### src/rtl/mem_arb_pkg.sv
// Shared types and sizing helpers for the unified instruction/data memory arbiter.
package mem_arb_pkg;

  typedef enum logic [1:0] {
    OWN_NONE = 2'b00,
    OWN_IF   = 2'b01,
    OWN_D    = 2'b10
  } owner_e;

  localparam int STARVE_MAX_DEF = 4;

  function automatic int starve_width(input int max_cnt);
    return $clog2(max_cnt + 1);
  endfunction

  localparam int STARVE_W = starve_width(STARVE_MAX_DEF);

endpackage

### src/rtl/arb_starve_cnt.sv
// Saturating count of consecutive data grants taken while a fetch waits.
// Zero latency on o_sat (registered count); no backpressure, clear has priority over increment.
module arb_starve_cnt #(
  parameter int MAX = 4,
  parameter int W   = $clog2(MAX + 1)
) (
  input  logic CLK,
  input  logic RST,
  input  logic i_inc,
  input  logic i_clr,
  output logic o_sat
);

  localparam logic [W-1:0] MAX_V = W'(MAX);

  logic [W-1:0] r_cnt;

  always_ff @(posedge CLK or posedge RST) begin
    if (RST) begin
      r_cnt <= '0;
    end else if (i_clr) begin
      r_cnt <= '0;
    end else if (i_inc && (r_cnt != MAX_V)) begin
      r_cnt <= r_cnt + 1'b1;
    end
  end

  assign o_sat = (r_cnt == MAX_V);

endmodule

### src/rtl/unified_mem_arbiter.sv
// Shares one single-port sync memory between fetch and load/store; grant is combinational, response 1 cycle later.
// Losing requester sees STALL and holds its request; fetch is forced through after STARVE_MAX data wins.
module unified_mem_arbiter
  import mem_arb_pkg::*;
#(
  parameter int ADDR_W     = 32,
  parameter int DATA_W     = 32,
  parameter int STARVE_MAX = STARVE_MAX_DEF
) (
  input  logic              CLK,
  input  logic              RST,
  input  logic              IF_REQ,
  input  logic [ADDR_W-1:0] IF_ADDR,
  output logic              IF_GNT,
  output logic              IF_VALID,
  output logic [DATA_W-1:0] IF_RDATA,
  input  logic              D_RD_EN,
  input  logic              D_WR_EN,
  input  logic [ADDR_W-1:0] D_ADDR,
  input  logic [DATA_W-1:0] D_WDATA,
  output logic              D_GNT,
  output logic              D_VALID,
  output logic [DATA_W-1:0] D_RDATA,
  output logic              STALL,
  output logic [ADDR_W-1:0] MEM_ADDR,
  output logic [DATA_W-1:0] MEM_WDATA,
  output logic              MEM_RD_EN,
  output logic              MEM_WR_EN,
  input  logic [DATA_W-1:0] MEM_RDATA
);

  logic   w_d_req;
  logic   w_sat;
  owner_e w_owner_nxt;
  owner_e r_owner;
  logic   r_owner_wr;
  logic [DATA_W-1:0] r_if_rdata;
  logic [DATA_W-1:0] r_d_rdata;

  assign w_d_req = D_RD_EN | D_WR_EN;

  // Data wins contention until the starve counter saturates, then fetch gets one slot.
  assign IF_GNT = IF_REQ & (~w_d_req | w_sat);
  assign D_GNT  = w_d_req & (~IF_REQ | ~w_sat);
  assign STALL  = (IF_REQ & ~IF_GNT) | (w_d_req & ~D_GNT);

  arb_starve_cnt #(
    .MAX (STARVE_MAX),
    .W   (starve_width(STARVE_MAX))
  ) u_starve (
    .CLK   (CLK),
    .RST   (RST),
    .i_inc (D_GNT & IF_REQ),
    .i_clr (IF_GNT | ~IF_REQ),
    .o_sat (w_sat)
  );

  always_comb begin
    MEM_ADDR    = '0;
    MEM_WDATA   = '0;
    MEM_RD_EN   = 1'b0;
    MEM_WR_EN   = 1'b0;
    w_owner_nxt = OWN_NONE;
    if (IF_GNT) begin
      MEM_ADDR    = IF_ADDR;
      MEM_RD_EN   = 1'b1;
      w_owner_nxt = OWN_IF;
    end else if (D_GNT) begin
      MEM_ADDR    = D_ADDR;
      MEM_WDATA   = D_WDATA;
      MEM_WR_EN   = D_WR_EN;
      MEM_RD_EN   = D_RD_EN & ~D_WR_EN;
      w_owner_nxt = OWN_D;
    end
  end

  always_ff @(posedge CLK or posedge RST) begin
    if (RST) begin
      r_owner    <= OWN_NONE;
      r_owner_wr <= 1'b0;
    end else begin
      r_owner    <= w_owner_nxt;
      r_owner_wr <= D_GNT & D_WR_EN;
    end
  end

  // Read data passes straight through in the response cycle and is held afterwards.
  always_ff @(posedge CLK or posedge RST) begin
    if (RST) begin
      r_if_rdata <= '0;
      r_d_rdata  <= '0;
    end else begin
      if (r_owner == OWN_IF) r_if_rdata <= MEM_RDATA;
      if ((r_owner == OWN_D) && !r_owner_wr) r_d_rdata <= MEM_RDATA;
    end
  end

  assign IF_VALID = (r_owner == OWN_IF);
  assign D_VALID  = (r_owner == OWN_D);
  assign IF_RDATA = IF_VALID ? MEM_RDATA : r_if_rdata;
  assign D_RDATA  = (D_VALID && !r_owner_wr) ? MEM_RDATA : r_d_rdata;

endmodule
### config.mk
export PLATFORM = sky130hd
export DESIGN_NAME = unified_mem_arbiter
export DESIGN_NICKNAME = d
export VERILOG_FILES = /design/src/rtl/mem_arb_pkg.sv /design/src/rtl/arb_starve_cnt.sv /design/src/rtl/unified_mem_arbiter.sv
export SDC_FILE = /design/constraint.sdc
export NUM_CORES = 1
export LEC_CHECK = 0
export CAP_MARGIN = 20
export CORE_MARGIN = 1
export CORE_UTILIZATION = 33
export DETAILED_ROUTE_END_ITERATION = 8
export HOLD_SLACK_MARGIN = 0.12
export MAX_ROUTING_LAYER = met4
export PLACE_DENSITY = 0.77
export SLEW_MARGIN = 20
export SYNTH_ARGS = -nofsm -noshare
export SYNTH_HDL_FRONTEND = slang
export SYNTH_HIERARCHICAL = 1
export SYNTH_SLANG_ARGS = --single-unit
### constraint.sdc
create_clock -name CLK -period 2.2 [get_ports CLK]
set_input_delay 0.22 -clock CLK [delete_from_list [all_inputs] [get_ports CLK]]
set_output_delay 0.22 -clock CLK [all_outputs]
set_load 0.005 [all_outputs]
==> flow_metrics.tcl <==
set metrics [dict create \
    grt_first_pass_wirelength_mm 18.4 \
    fin_crit_ns 2.24 \
    avgViaCountPerCell 4.88 \
    grt_max_degree 65 \
    setup.worst_path.end_class "output port" \
    crit_end "MEM_ADDR[23]" \
    routed_wl_mm 13.6 \
    synth_edf_count 0 \
    final_util 0.686 \
    cp_max_fo 6 \
    use_met2 0.445 \
    violations "negative setup slack" \
    drcViolationCount 0 \
    rr_worst_depth 7 \
    die_y_um 103 \
    synth_cell_type_count 29 \
    netlist.top_cell.by_area "dfrtp_1" \
    max_cap_viol_count 0 \
    clkTransAtPathRegs_ns 0.07 \
    numPortBuffers 267 \
    antenna_cells 0 \
    synthCells 251 \
    synth.top_cell.area_share 0.516 \
    use_met3 0.0699 \
    hold_depth 1 \
    clk_latency_ns 0.34 \
    preCtsSetupSlack_ns -0.0439 \
    worst_pin_slew_ns 0.333 \
    finalCritPeriodShare 1.02 \
    gr-usage-met1 0.244 \
    initial_core_util 0.344 \
    drive_gt1_frac 0.359 \
    grt_pass1_vias 3447 \
    total_power_mw 3.92 \
    first_iter_violations 128 \
    core-area_um2 9860 \
    leakage_nw 3.09 \
    gp_congestion 0.891 \
    fp-row-count 36 \
    syn_area_um2 3390 \
    finalHoldViolations 0 \
    die_x_um 103 \
    clock_tree.buffer_depth 2 \
    crit_required_ns 1.98 \
    holdCritPathClass "flop to flop" \
    yosysMostFrequentCell "dfrtp_1" \
    final_antenna_net_count 0 \
    setup_viol 7 \
    path_buf_inv 4 \
    cts_made_buffers 9 \
    grt.overflow.total 0 \
    h-tree-depth 3 \
    ir_drop_uv 290 \
    setup_ws_ns -0.0385 \
    relSlewSlack 0.778 \
    ctsRootBufferMaster "clkbuf_8" \
    syn_avg_cell_area_um2 13.5 \
    area_growth_pct 99.3 \
    synthTopCellsByCount "dfrtp_1, mux2_2, and2_1, a32o_1, buf_6" \
    ys_top_cells_by_area "dfrtp_1, mux2_2, a32o_1" \
    place_hpwl_mm 9.47 \
    drt_first_pass_iters 4 \
    finish.net_count 699 \
    ys_async_sr_fraction 1.00 \
    slew_violations 0 \
    critPathLaunchType "flop" \
    grt_setup_unrepaired "true" \
    io-pin-count 268 \
    critPathMaxStageDelay_ns 0.35 \
    synth_warnings 6 \
    path_cells "inv_1 > ha_2 > and2_4 > o21bai_4 > clkbuf_16 > buf_6 > a32o_1 > buf_2" \
    r2r-start "u_starve/r_cnt[0]" \
    cp-startpoint "u_starve/r_cnt[0]" \
    synth_ff_type "dfrtp_1" \
    grt_usage 0.247 \
    avgRoutedWirePerCell_um 19.4 \
    antenna_found_initial 0 \
    r2r-end "u_starve/r_cnt[0]" \
    crit_family "buffers and inverters" \
    via_count 3428 \
    fin_area_um2 6760 \
    pwr_density_cell_nw_per_um2 580 \
    cp.arrival_ns 2.02 \
    fmax_ghz 0.447 \
    cts.sinks 70 \
    r2r_slack_ns 0.47 \
    status "finished with violations" \
    post_dp_cell_area_um2 6270 \
    grt-busiest-layer "met2" \
    crit_cells 8 \
    cts_tree "built" \
    skew_ns 0.0130 \
    path_class "flop to output port" \
    ys_ff_latch 70 \
    crit_slowest_cell "dfrtp_1" \
    syn_nets 386 \
    seq_area_frac_synth 0.516 \
    dieArea_um2 10700 \
]
-- worst min-delay path by stage --
stage                         startpoint                 to  slack, ns
final                     r_if_rdata[15]     r_if_rdata[15]       0.49
after detailed placement             RST         r_owner[0]       0.46
after floorplan                      RST  u_starve/r_cnt[0]      -0.03
after global routing      r_if_rdata[13]     r_if_rdata[13]       0.51
after global placement               RST         r_owner[1]       0.46
after CTS                 r_if_rdata[15]     r_if_rdata[15]       0.50
-- what timing repair did --
| item | in CTS | in global routing |
|---|---|---|
| pin swaps | 8 | 10 |
| setup endpoints to repair | 132 | 84 |
| setup buffers | 23 | 11 |
| resized for setup | 228 | 101 |
| hold buffers | 1 | 0 |
| cloned | 8 | 3 |
| hold endpoints to repair | 6 | 0 |
-- layer usage --
layer / routed length (µm) / vias to the layer above
met1: 4840 / 1669
met5: 0 / -
met2: 7280 / 192
met4: 391 / 0
li1: - / 1542
met3: 1120 / 25
-- registers in the layout (all words and copies together) (netlist names) --
name / cells
r_owner: 2
u_starve/r_cnt: 3
r_owner_wr: 1
r_if_rdata: 32
r_d_rdata: 32
-- where the power goes --
| part | leakage [nW] | switching, mW | internal (mW) | total [mW] |
|---|---|---|---|---|
| Clock | 0.0954 | 0.445 | 0.498 | 0.943 |
| Sequential | 0.844 | 0.0628 | 1.51 | 1.58 |
| Combinational | 2.15 | 0.518 | 0.885 | 1.40 |
| Total | 3.09 | 1.03 | 2.90 | 3.92 |
-- cells by family after synthesis --
group / synth area share
AOI/OAI and AO/OA: 0.115
adders and majority gates: 0.00737
buffers and inverters: 0.0516
DFF: 0.516
muxes: 0.220
and+or+nand+nor: 0.0896
-- cells in the final DEF, fill, tap and decap left out, drive strengths merged, types with 3 or more instances in the layout --
cell	netlist	routed
nor2b	3	3
clkdlybuf4s15	0	25
clkbuf	3	55
buf	18	69
dlygate4sd2	0	50
and2	34	34
mux2	65	65
a32o	32	32
dfrtp	70	70
inv	5	5
nor2	4	4
a21boi	3	3
clkdlybuf4s50	0	135
-- metrics by stage --
stage	instances	setup TNS, ns	hold slack [ns]
floorplan	251	0	-0.0264
global placement	642	-0.00694	0.457
detailed placement	642	-0.283	0.458
CTS	690	-0.859	0.498
global route	702	-1.26	0.508
finish	702	-0.152	0.492
-- layout make-up --
cell class	instances	area, µm²
Inverter	5	18.8
Clock buffer	13	169
Fill cell	733	3100
Multi-Input combinational cell	155	1540
Tap cell	133	166
Clock inverter	3	17.5
Sequential cell	70	1750
Timing Repair Buffer	323	3100
(Power assumes the default switching activity.)
